$ cat config.mk
export PLATFORM = sky130hd
export DESIGN_NAME = idex_elastic_stage
export DESIGN_NICKNAME = d
export VERILOG_FILES = /design/src/rtl/idex_pkg.sv /design/src/rtl/idex_elastic_stage_skid_buf.sv /design/src/rtl/idex_elastic_stage.sv
export SDC_FILE = /design/constraint.sdc
export NUM_CORES = 1
export LEC_CHECK = 0
export ABC_AREA = 1
export BUFFER_PORTS_ARGS = -buffer_cell sky130_fd_sc_hd__buf_4
export CAP_MARGIN = 20
export CORE_MARGIN = 2
export CORE_UTILIZATION = 54
export DETAILED_ROUTE_END_ITERATION = 7
export HOLD_SLACK_MARGIN = 0.02
export PLACE_DENSITY_LB_ADDON = 0.12
export SETUP_SLACK_MARGIN = 0.02
export SLEW_MARGIN = 20
export SYNTH_ARGS = -nofsm -noshare
export SYNTH_HDL_FRONTEND = slang
export SYNTH_SLANG_ARGS = --single-unit
$ cat constraint.sdc
create_clock -name clk -period 1.9 [get_ports clk]
set_input_delay 0.095 -clock clk [delete_from_list [all_inputs] [get_ports clk]]
set_output_delay 0.095 -clock clk [all_outputs]
set_load 0.05 [all_outputs]
$ cat src/rtl/idex_pkg.sv
// Shared types for the ID->EX elastic stage.
//   idex_payload_t : instruction bundle carried from decode to execute
//   skid_state_t   : occupancy state of the 2-entry skid buffer
package idex_pkg;

  localparam int unsigned PC_WIDTH      = 64;
  localparam int unsigned DATA_WIDTH    = 64;
  localparam int unsigned CONTROL_WIDTH = 16;

  typedef struct packed {
    logic [PC_WIDTH-1:0]      pc;
    logic [DATA_WIDTH-1:0]    val_a;
    logic [DATA_WIDTH-1:0]    val_b;
    logic [DATA_WIDTH-1:0]    imm;
    logic [CONTROL_WIDTH-1:0] control;
  } idex_payload_t;

  localparam int unsigned PAYLOAD_WIDTH = $bits(idex_payload_t);

  typedef enum logic [1:0] {
    ST_EMPTY = 2'd0,
    ST_FULL  = 2'd1,
    ST_SKID  = 2'd2
  } skid_state_t;

  // Number of entries held in a given state.
  function automatic logic [1:0] occupancy_of(skid_state_t s);
    logic [1:0] occ;
    occ = 2'd0;
    case (s)
      ST_FULL: occ = 2'd1;
      ST_SKID: occ = 2'd2;
      default: occ = 2'd0;
    endcase
    return occ;
  endfunction

endpackage

$ cat src/rtl/idex_elastic_stage_skid_buf.sv
// Generic 2-entry skid buffer with valid/ready handshake and flush.
//   clk, reset     : clock, synchronous active-high reset
//   flush          : drop all held entries and the concurrent input
//   in_valid/ready : upstream handshake (ready is registered)
//   in_data        : upstream payload
//   out_valid/ready: downstream handshake (valid is registered)
//   out_data       : head entry (main register)
//   occupancy      : entries held, 0..2
module skid_buf
  import idex_pkg::*;
#(
  parameter int unsigned WIDTH = 8
) (
  input  logic             clk,
  input  logic             reset,
  input  logic             flush,
  input  logic             in_valid,
  output logic             in_ready,
  input  logic [WIDTH-1:0] in_data,
  output logic             out_valid,
  input  logic             out_ready,
  output logic [WIDTH-1:0] out_data,
  output logic [1:0]       occupancy
);

  skid_state_t      state_q, state_d;
  logic [WIDTH-1:0] main_q, main_d;
  logic [WIDTH-1:0] skid_q, skid_d;
  logic             in_ready_q, in_ready_d;
  logic             out_valid_q, out_valid_d;
  logic [1:0]       occupancy_q, occupancy_d;
  logic             in_fire;

  assign in_ready  = in_ready_q;
  assign out_valid = out_valid_q;
  assign out_data  = main_q;
  assign occupancy = occupancy_q;
  assign in_fire   = in_valid & in_ready_q;

  // State register and datapath registers.
  always_ff @(posedge clk) begin
    if (reset) begin
      state_q     <= ST_EMPTY;
      main_q      <= '0;
      skid_q      <= '0;
      in_ready_q  <= 1'b1;
      out_valid_q <= 1'b0;
      occupancy_q <= 2'd0;
    end else begin
      state_q     <= state_d;
      main_q      <= main_d;
      skid_q      <= skid_d;
      in_ready_q  <= in_ready_d;
      out_valid_q <= out_valid_d;
      occupancy_q <= occupancy_d;
    end
  end

  // Next-state and next-register logic; flush overrides the handshake.
  always_comb begin
    state_d = state_q;
    main_d  = main_q;
    skid_d  = skid_q;

    case (state_q)
      ST_EMPTY: begin
        if (in_fire) begin
          state_d = ST_FULL;
          main_d  = in_data;
        end
      end
      ST_FULL: begin
        // out_valid is 1 here, so out_fire reduces to out_ready.
        if (in_fire && out_ready) begin
          main_d = in_data;
        end else if (in_fire) begin
          state_d = ST_SKID;
          skid_d  = in_data;
        end else if (out_ready) begin
          state_d = ST_EMPTY;
        end
      end
      ST_SKID: begin
        if (out_ready) begin
          state_d = ST_FULL;
          main_d  = skid_q;
        end
      end
      default: state_d = ST_EMPTY;
    endcase

    if (flush) begin
      state_d = ST_EMPTY;
      main_d  = '0;
      skid_d  = '0;
    end

    in_ready_d  = (state_d != ST_SKID);
    out_valid_d = (state_d != ST_EMPTY);
    occupancy_d = occupancy_of(state_d);
  end

endmodule

$ cat src/rtl/idex_elastic_stage.sv
// Elastic ID->EX pipeline stage between decode/regfile read and the ALU.
//   clk, reset, flush           : clock, sync active-high reset, wrong-path kill
//   in_valid/in_ready           : decode-side handshake (in_ready registered)
//   pc_in, val_a_in, val_b_in,
//   imm_in, control_in          : incoming instruction payload
//   out_valid/out_ready         : execute-side handshake
//   pc_out, val_a_out, val_b_out,
//   imm_out, control_out        : head entry payload
//   occupancy                   : entries held, 0..2
module idex_elastic_stage
  import idex_pkg::*;
(
  input  logic                     clk,
  input  logic                     reset,
  input  logic                     flush,
  input  logic                     in_valid,
  output logic                     in_ready,
  input  logic [PC_WIDTH-1:0]      pc_in,
  input  logic [DATA_WIDTH-1:0]    val_a_in,
  input  logic [DATA_WIDTH-1:0]    val_b_in,
  input  logic [DATA_WIDTH-1:0]    imm_in,
  input  logic [CONTROL_WIDTH-1:0] control_in,
  output logic                     out_valid,
  input  logic                     out_ready,
  output logic [PC_WIDTH-1:0]      pc_out,
  output logic [DATA_WIDTH-1:0]    val_a_out,
  output logic [DATA_WIDTH-1:0]    val_b_out,
  output logic [DATA_WIDTH-1:0]    imm_out,
  output logic [CONTROL_WIDTH-1:0] control_out,
  output logic [1:0]               occupancy
);

  idex_payload_t in_pl;
  idex_payload_t out_pl;

  // Pack decode-side fields into one bus.
  assign in_pl.pc      = pc_in;
  assign in_pl.val_a   = val_a_in;
  assign in_pl.val_b   = val_b_in;
  assign in_pl.imm     = imm_in;
  assign in_pl.control = control_in;

  skid_buf #(
    .WIDTH(PAYLOAD_WIDTH)
  ) u_skid_buf (
    .clk      (clk),
    .reset    (reset),
    .flush    (flush),
    .in_valid (in_valid),
    .in_ready (in_ready),
    .in_data  (in_pl),
    .out_valid(out_valid),
    .out_ready(out_ready),
    .out_data (out_pl),
    .occupancy(occupancy)
  );

  // Unpack the head entry for execute.
  assign pc_out      = out_pl.pc;
  assign val_a_out   = out_pl.val_a;
  assign val_b_out   = out_pl.val_b;
  assign imm_out     = out_pl.imm;
  assign control_out = out_pl.control;

endmodule

# ---- Word level (Yosys, flattened, before mapping)
# Index checks and enable logic that the tools add are counted.
dict set report word_totals {
  reg_bits 550
  input_bits 277
  out_inout_bits 276
  wordCells 35
}
dict set report classes {
  n_eq_ne 8
  n_mux 12
  bitwise_logic 2
  reduce_logical 7
}
# operator n
set ops {}
lappend ops {{$mux 272} 3}
lappend ops {{$pmux 272 s3} 1}
lappend ops {{$mux 2} 6}
lappend ops {{$pmux 2 s3} 1}
lappend ops {{$eq 2x1->1 const B} 2}
lappend ops {{$eq 2x2->1 const B} 2}
lappend ops {{$ne 2x1->1 const B} 2}
lappend ops {{$ne 2x2->1 const B} 2}
lappend ops {{$pmux 2 s2} 1}
lappend ops {{$reduce_and 4->1} 1}
lappend ops {{$reduce_and 3->1} 1}
lappend ops {{$reduce_bool 3->1} 1}
lappend ops {{$logic_not 2->1} 1}
lappend ops {{$reduce_bool 2->1} 1}
lappend ops {{$reduce_or 2->1} 1}
lappend ops {{$and 1x1->1} 1}
lappend ops {{$logic_and 1x1->1} 1}
lappend ops {{$not 1->1} 1}

# ---- Longest topological paths before layout
# Gate-level depths: netlist of the first run.
dict set report logic_depth {
  word_depth 7
  depth_mapped 9
  mapped_depth_nobuf 6
}

# ---- Worst setup path after synthesis of the first run
# Ideal clock, no wire load.
dict set report synth_path {
  path_kind {register to register}
  startpoint {reg u_skid_buf.in_ready_q (netlist: u_skid_buf.in_ready)}
  endpoint {reg u_skid_buf.main_q[121] (netlist: u_skid_buf.out_data[121])}
  setup_time_ns 0.113
  t_arrival_ns 1.528
  required_time_ns 1.787
  slack_ns 0.259
  path_stages_with_launch 9
  period_less_slack_ns 1.641
  path_cell_list {dfxtp_1 -> nand2_1 -> nand2_1 -> nand3_1 -> buf_2 -> buf_6 -> buf_4 -> nor2_1 -> nor2_1}
}
dict set report synth_via {
  elab_chain_cells 4
  word_cells_on_any_way 5
  classes_between {eq/ne (2); bitwise (1); reduce/logical (2)}
}
# item line
set synth_lines {}
lappend synth_lines {{start, declared} idex_elastic_stage_skid_buf.sv:29} ;# logic in_ready_q, in_ready_d;
lappend synth_lines {{start signal, assigned} idex_elastic_stage_skid_buf.sv:53} ;# in_ready_q <= in_ready_d;
lappend synth_lines {{$and 1x1->1 (*)} idex_elastic_stage_skid_buf.sv:38} ;# assign in_fire = in_valid & in_ready_q;
lappend synth_lines {{$logic_and 1x1->1} idex_elastic_stage_skid_buf.sv:74} ;# if (in_fire && out_ready) begin
lappend synth_lines {{$ne 2x1->1 (no source line)} n/a}
lappend synth_lines {{$reduce_and 4->1 (no source line) (*)} n/a}
lappend synth_lines {{end signal, assigned} idex_elastic_stage_skid_buf.sv:51} ;# main_q <= main_d;
lappend synth_lines {{end, declared} idex_elastic_stage_skid_buf.sv:27} ;# logic [WIDTH-1:0] main_q, main_d;
# Mark *: on every way between the ends. The rest lies on a longest branch, timed or not.
# A chain may end at the register's enable or synchronous reset.

# ---- Worst setup path in the final report of the first run
dict set report layout_path {
  startpoint {reg u_skid_buf.state_q[0]}
  endpoint {reg u_skid_buf.skid_q[23]}
}
dict set report layout_via {
  elab_chain_cells 2
}
# item line
set layout_lines {}
lappend layout_lines {{start, declared} idex_elastic_stage_skid_buf.sv:26} ;# skid_state_t state_q, state_d;
lappend layout_lines {{start signal, assigned} idex_elastic_stage_skid_buf.sv:50} ;# state_q <= state_d;
lappend layout_lines {{$eq 2x1->1} idex_elastic_stage_skid_buf.sv:65} ;# case (state_q)
lappend layout_lines {{$reduce_and 3->1 (no source line)} n/a}
lappend layout_lines {{end signal, assigned} idex_elastic_stage_skid_buf.sv:52} ;# skid_q <= skid_d;
lappend layout_lines {{end, declared} idex_elastic_stage_skid_buf.sv:28} ;# logic [WIDTH-1:0] skid_q, skid_d;
# No other way between the ends.

==> key figures, run 1 <==
Power and ir drop
  – Total power: ~27 mW
  – Sequential share of power: 44.3%
  – Gate power share: approximately 17%
  – Worst-case vdd ir drop: between 0.8 and 0.9 mV
  – LEAKAGE: ~16 nW
  – Switch Pwr: about 7.6 mW
  – Internal: 19.7 mW
  – Net Sw Frac: 27.7%
  – Power per Cell Area: 812 nW/µm²
  – Clock Power Share: between 30% and 40%

Global route
  – Global-route wire length before repair: 124 mm
  – Grt ovf: 0
  – Initial antenna violation count: 13
  – Vias in the first global route: roughly 24000
  – Largest net degree at the start of global routing: roughly 120
  – GR Util All Layers: between 30% and 40%

Logic synthesis
  – Synth cell types: 13
  – Asr flop ratio synth: 0%
  – Average footprint of a synthesized cell: about 6.3 µm²
  – Most frequent cells after synthesis: nand2_1 (1096), nor2_1 (1090), dfxtp_1 (550)
  – Share of the synthesized area in the top cell type: between 40% and 50%
  – Dominant cell type by area after synthesis: dfxtp_1
  – XOR/XNOR share of the synthesized area: 0%
  – Synthesized cell area: 24300 µm²
  – Net Count, Synth: 4114
  – Syn. warnings: 0
  – Complex-gate fraction of the synthesized area: under 10%
  – Mux cell area share after synthesis: 0%
  – Seq/Total Area, Yosys: around 45%
  – Post-synth EDFFs: 0
  – Syn Inst Count: roughly 3800
  – Post-Synth Adder-Cell Area: 0%
  – FF+latch count, synth: 550
  – Main combinational cell family by area after synthesis: simple AND/OR/NAND/NOR gates
  – Simple-gate area share of the yosys netlist: between 30% and 40%
  – Most frequent cell after synthesis: nand2_1
  – Top post-synthesis cells by area: dfxtp_1 (45%), nand2_1 (17%), nor2_1 (17%), nand3_1 (5.7%), o21ai_0 (5.6%)
  – Top_reg_cell synth: dfxtp_1

Drt
  – Post-DR vias/cell: roughly 5.0
  – First-pass iteration count of the detailed router: 7
  – Total Wirelength: between 70 and 80 mm
  – Iter 0 DRT Violations: 2834
  – WL/cell: around 15 µm
  – Post-route DRC violation count: 0
  – ANT nets after route: 0
  – DR vias: between 20000 and 30000

Clock tree
  – CTS Buf Count: 57
  – Clock sink total: 550
  – CTS Buffer Depth: 3
  – Root Buffer: clkbuf_16
  – Clock insertion delay at the later pin of the skew report: 0.61 ns
  – Clock transition at path regs: around 0.06 ns
  – CTS tree: yes
  – H-tree levels: 2

Setup path
  – CP arrival: between 2 and 2.5 ns
  – CP Class: flop to flop
  – Nature of the critical path endpoint: flop
  – RR Startpoint: u_skid_buf.state_q[0]
  – CP startpoint: u_skid_buf.state_q[0]
  – CP Launch Type: flop
  – CP required: about 2.4 ns
  – Critical Path Fanout Max: ~100

Placement
  – Final GP Congestion: about 0.86
  – Post-Place Cells: around 4800
  – Port Buffers: approximately 550
  – Placed wire-length estimate: 46.7 mm
  – Post-place setup slack: between 0.15 and 0.2 ns
  – Area after DPL: between 20000 and 30000 µm²

Timing
  – Final setup margin: approximately 0.13 ns
  – Final min period: ~1.8 ns
  – Final setup fails: 0
  – Setup Skew: 0.0126 ns
  – Final Max Tran Viols: 0
  – Max Fclk: between 500 and 600 MHz
  – Final Hold Fails: 0
  – Final period util: slightly above 90%
  – Slew @ Worst Pin: roughly 0.86 ns
  – Unrepaired setup endpoints after global routing: false
  – Max-slew headroom: between 40% and 50%
  – Setup_tns: 0 ns

Final layout
  – Footprint of the multi-input gates: around 11000 µm²
  – Fill count: around 3400
  – Area Overhead vs Synth: 38.3%
  – Fin area: 33500 µm²
  – Reg area: around 11000 µm²
  – Post-layout net count: around 4800
  – Non-Filler Instances: a little over 5000
  – Share of cells above drive strength 1: 15.4%

Floorplan
  – I/O pins: around 550
  – Core ar.: 44300 µm²
  – Total die area: 46600 µm²
  – Die height: about 220 µm
  – Site Rows: 77
  – Die Width: between 200 and 250 µm
  – Initial core utilization: between 50% and 60%

Min path
  – HP Class: primary input to flop
  – Worst hold start: val_a_in[21]

Flow run
  – Maxcap violations: 0

Status
  – Outcome: complete, no violations
[worst paths after layout]
check,slack [ns],cells past startpoint,end
worst max-delay path,0.13,7,u_skid_buf.skid_q[23]
worst min-delay path,0.29,4,u_skid_buf.skid_q[165]
worst max register to register,0.13,7,u_skid_buf.skid_q[23]
worst min register to register,0.48,2,u_skid_buf.skid_q[4]
[state kept, by name (all words and copies together) (netlist names)]
register and flops:
u_skid_buf.out_data 272, u_skid_buf.skid_q 272, u_skid_buf.occupancy 2, u_skid_buf.state_q 2
u_skid_buf.in_ready 1, u_skid_buf.out_valid 1
[stage by stage]
step / hold slack, ns / util (%)
after CTS: 0.277 / 75.4
after global placement: 0.356 / 65.3
after global routing: 0.293 / 75.7
final: 0.295 / 75.7
after floorplan: 0.259 / -
after detailed placement: 0.362 / 65.3
[layer usage]
metal	global-route usage (%)	share of wire (%)	vias up
met5	0	0.021	-
met4	15.0	5.0	2
met3	6.78	8.0	262
met2	52.4	46	1120
met1	40.7	41	11500
li1	-	-	13000
[what timing repair did]
action                                  in CTS  in global routing
buffers inserted                             0                  2
hold buffers                               276                  0
hold endpoints to repair                   549                  0
resized for setup                            0                  3
endpoints found under the setup margin       0                  2
[cells by family (layout without fill, tap and decap cells)]
kind of cell           Yosys count  count (layout)
other                            0              12
buffers and inverters          552            1279
flip-flops                     550             550
AO/OA/AOI/OAI                  274             274
AND/OR/NAND/NOR               2461            2461
[critical path, stage by stage, from the launching register on]
cell and delay [ns]:
dfxtp_1 0.45, inv_8 0.07, nor2_1 0.21, nand3_4 0.11, buf_12 0.16, buf_12 0.18, o21ai_0 0.27, nor2_1 0.07
[layout by cell type (no fill, tap or decap), types with 38 or more instances in the layout]
cell type      Yosys  final
clkbuf_16          0     58
dfxtp_1          550    549
nand2_1         1096   1095
buf_4             20    578
nor2_1          1090   1089
buf_12             0     38
nand3_1          275    273
dlygate4sd3_1      0    276
inv_1            278    278
o21ai_0          273    273
[layout make-up]
type                    instances  area share (%)
diodes                         12          0.0895
clock buffers                  96            5.11
clock inverters                 6           0.101
inverters                     281            3.20
multi-input cells            2735            32.8
flip-flops and latches        550            32.8
well taps                     592            2.21
repair buffers                895            23.6
repair inverters                1          0.0261
[power groups by stage]
stage / sequential, mW / combinational, mW / clock (mW)
6_report: 12.1 / 4.50 / 10.7
3_5_place_dp: 12.3 / 3.91 / 0
4_1_cts: 12.1 / 4.43 / 10.7
2_1_floorplan: 13.2 / 1.57 / 0
5_1_grt: 12.1 / 4.88 / 11.3
3_3_place_gp: 12.3 / 3.89 / 0
(Power assumes the default switching activity.)
==> run 2: changes to the inputs <==
--- a/config.mk
+++ b/config.mk
@@ -7,12 +7,12 @@
 export LEC_CHECK = 0
 export ABC_AREA = 1
 export BUFFER_PORTS_ARGS = -buffer_cell sky130_fd_sc_hd__buf_4
-export CAP_MARGIN = 20
+export CAP_MARGIN = 15
 export CORE_MARGIN = 2
-export CORE_UTILIZATION = 54
+export CORE_UTILIZATION = 49
 export DETAILED_ROUTE_END_ITERATION = 7
 export HOLD_SLACK_MARGIN = 0.02
-export PLACE_DENSITY_LB_ADDON = 0.12
+export PLACE_DENSITY = 0.79
 export SETUP_SLACK_MARGIN = 0.02
 export SLEW_MARGIN = 20
 export SYNTH_ARGS = -nofsm -noshare
==> constraint.sdc (replaced) <==
create_clock -name clk -period 1.6 [get_ports clk]
set_input_delay 0.08 -clock clk [delete_from_list [all_inputs] [get_ports clk]]
set_output_delay 0.08 -clock clk [all_outputs]
set_load 0.05 [all_outputs]
==> key figures, run 2 (synthesis results as in run 1) <==
Global route
  – Largest net degree at the start of global routing: 147 (+20%)
  – Initial antenna violation count: 7 (-6)
  – GR Util All Layers: 30.6% (-1.5 points)
  – Vias in the first global route: 25000 (+4.0%)
  – Grt ovf: 0 (unchanged)
  – Global-route wire length before repair: 128 mm (+3.5%)

Setup path
  – CP Launch Type: flop
  – CP Class: flop to flop
  – Crit-path max cell delay: 0.42 ns (-0.03 ns)
  – Critical-path top delay cell: dfxtp_4
  – CP arrival: 2.15 ns (-0.11 ns)
  – R2R depth: 6 (-1)
  – Buffers plus inverters on the worst setup path: 2 (-1)
  – CP required: 2.11 ns (-0.28 ns)
  – Nature of the critical path endpoint: flop
  – Levels on crit path: 6 (-1)
  – CP top delay family: buffers and inverters
  – Critical Path Fanout Max: 81 (-21%)
  – Critical-path cell list: buf_12 > buf_12 > nand3_1 > nand2_1 > nor2_1 > nor2_1

Clock tree
  – Clock insertion delay at the later pin of the skew report: 0.59 ns (-0.02 ns)
  – Clock transition at path regs: 0.06 ns (about the same)
  – CTS Buf Count: 56 (-1.8%)
  – Clock sink total: 550 (unchanged)
  – CTS Buffer Depth: 3 (unchanged)
  – Root Buffer: clkbuf_16
  – CTS tree: yes
  – H-tree levels: 2 (unchanged)

Min path
  – HP Class: primary input to flop
  – Hold Crit Depth: 4 (unchanged)

Floorplan
  – Initial core utilization: 49.6% (-5.1 points)
  – Site Rows: 81 (+5.2%)
  – Die height: 226 µm (+4.9%)
  – Total die area: 51300 µm² (+10%)
  – Core ar.: 48800 µm² (+10%)
  – Die Width: 226 µm (+4.9%)
  – I/O pins: 553 (unchanged)

Power and ir drop
  – LEAKAGE: 16.3 nW (+2.4%)
  – Total power: 33.1 mW (+22%)
  – Power per Cell Area: 963 nW/µm² (+19%)
  – Worst-case vdd ir drop: 0.807 mV (-7.1%)

Status
  – Outcome: finished, violations left
  – Failing checks: setup timing

Final layout
  – Leading cell type in the layout, fill and taps excluded: nand2_1
  – Area Overhead vs Synth: 41.7%
  – Fill count: 3657 (+7.7%)
  – Most frequent cells in the layout: nand2_1 (1093), nor2_1 (1087), buf_4 (597)
  – Post-layout net count: 4838 (+0.83%)
  – Share of cells above drive strength 1: 16.7% (+1.3 points)

Drt
  – Post-route DRC violation count: 0 (unchanged)
  – ANT nets after route: 0 (unchanged)
  – Post-DR vias/cell: 5.16 (+3.0%)
  – First-pass iteration count of the detailed router: 7 (unchanged)
  – WL/cell: 15.8 µm (+5.1%)
  – Total Wirelength: 83.4 mm (+7.2%)
  – DR vias: 27200 (+5.1%)
  – Iter 0 DRT Violations: 2737 (-3.4%)

Flow run
  – Maxcap violations: 0 (unchanged)

Timing
  – Final Hold Fails: 0 (unchanged)
  – Setup Skew: 0.0120 ns (-0.000615 ns)
  – Max Fclk: 609 MHz (+7.9%)
  – Unrepaired setup endpoints after global routing: true
  – Final period util: 103% (+9.4 points)
  – Final setup margin: -0.0424 ns (-0.170 ns)
  – Max-slew headroom: 59.1% (+17 points)
  – Final setup fails: 1 (+1)
  – Final min period: 1.64 ns (-0.130 ns)
  – Final Max Tran Viols: 0 (unchanged)
  – Slew @ Worst Pin: 0.614 ns (-0.248 ns)

Placement
  – Final GP Congestion: 0.860 (+0.47%)
  – Placed wire-length estimate: 48.5 mm (+3.8%)
  – Port Buffers: 552 (unchanged)
  – Post-place setup slack: -0.0755 ns (-0.275 ns)
run 2: changes by cell type in the layout (fill, tap and decap cells not counted), moves of 5 or more:
cell / delta
clkbuf_1: -17
diode_2: -5
o21ai_1: +19
buf_16: +5
clkinv_2: +8
buf_12: +14
buf_4: +19
o21ai_0: -21
run 2: final timing paths:
check                             end                  start  slack [ns]
max reg2reg  u_skid_buf.out_data[271]  u_skid_buf.state_q[1]       -0.04
min reg2reg     u_skid_buf.skid_q[22]  u_skid_buf.skid_q[22]        0.48
min            u_skid_buf.skid_q[116]           val_b_in[36]        0.28
max          u_skid_buf.out_data[271]  u_skid_buf.state_q[1]       -0.04
run 2: power breakdown:
group | leakage (nW) | internal (mW) | switching [mW]
logic | 10.9 | 2.19 | 3.40
registers | 4.47 | 14.1 | 0.273
clock network | 0.919 | 7.62 | 5.53
total | 16.3 | 23.9 | 9.20
run 2: metrics by stage:
step	setup TNS (ns)	cell area, µm²	instances	hold WS (ns)	utilization (%)
2_1_floorplan	0	24300	3837	0.244	-
3_3_place_gp	-0.111	29600	4885	0.338	60.5
3_5_place_dp	-7.03	29600	4885	0.346	60.5
4_1_cts	0	34200	5260	0.255	69.9
5_1_grt	-0.0859	34400	5272	0.295	70.4
6_report	-0.0424	34400	5273	0.281	70.4
run 2: layout make-up:
cell class                 count  area, µm²  area share, %
clock inverter                20        189          0.550
inverter                     281       1070           3.13
multi-input combinational   2735      11000           32.1
sequential                   550      11000           32.1
clock buffer                  79       1650           4.80
antenna                        7       17.5         0.0510
tap                          664        831           2.42
timing repair buffer         937       8570           24.9
run 2: metal layers:
layer / global-route usage, % / vias up / share of wire, %
met1: 38.2 / 12300 / 39
met5: 0 / - / 0.016
met3: 5.46 / 339 / 8.3
met4: 17.0 / 2 / 5.6
met2: 50.0 / 1491 / 47
li1: - / 13100 / -
run 2: worst reg2reg max path, stage by stage (launching register included):
cell and delay, ns:
dfxtp_4 0.42, buf_12 0.32, buf_12 0.32, nand3_1 0.16, nand2_1 0.11, nor2_1 0.06
nor2_1 0.17
run 2: what timing repair did:
item,4_1_cts,5_1_grt
buffers inserted,0,2
gates resized for setup,5,35
setup endpoints to repair,276,211
hold buffers,276,0
hold endpoints to repair,550,0
gates cloned,0,4
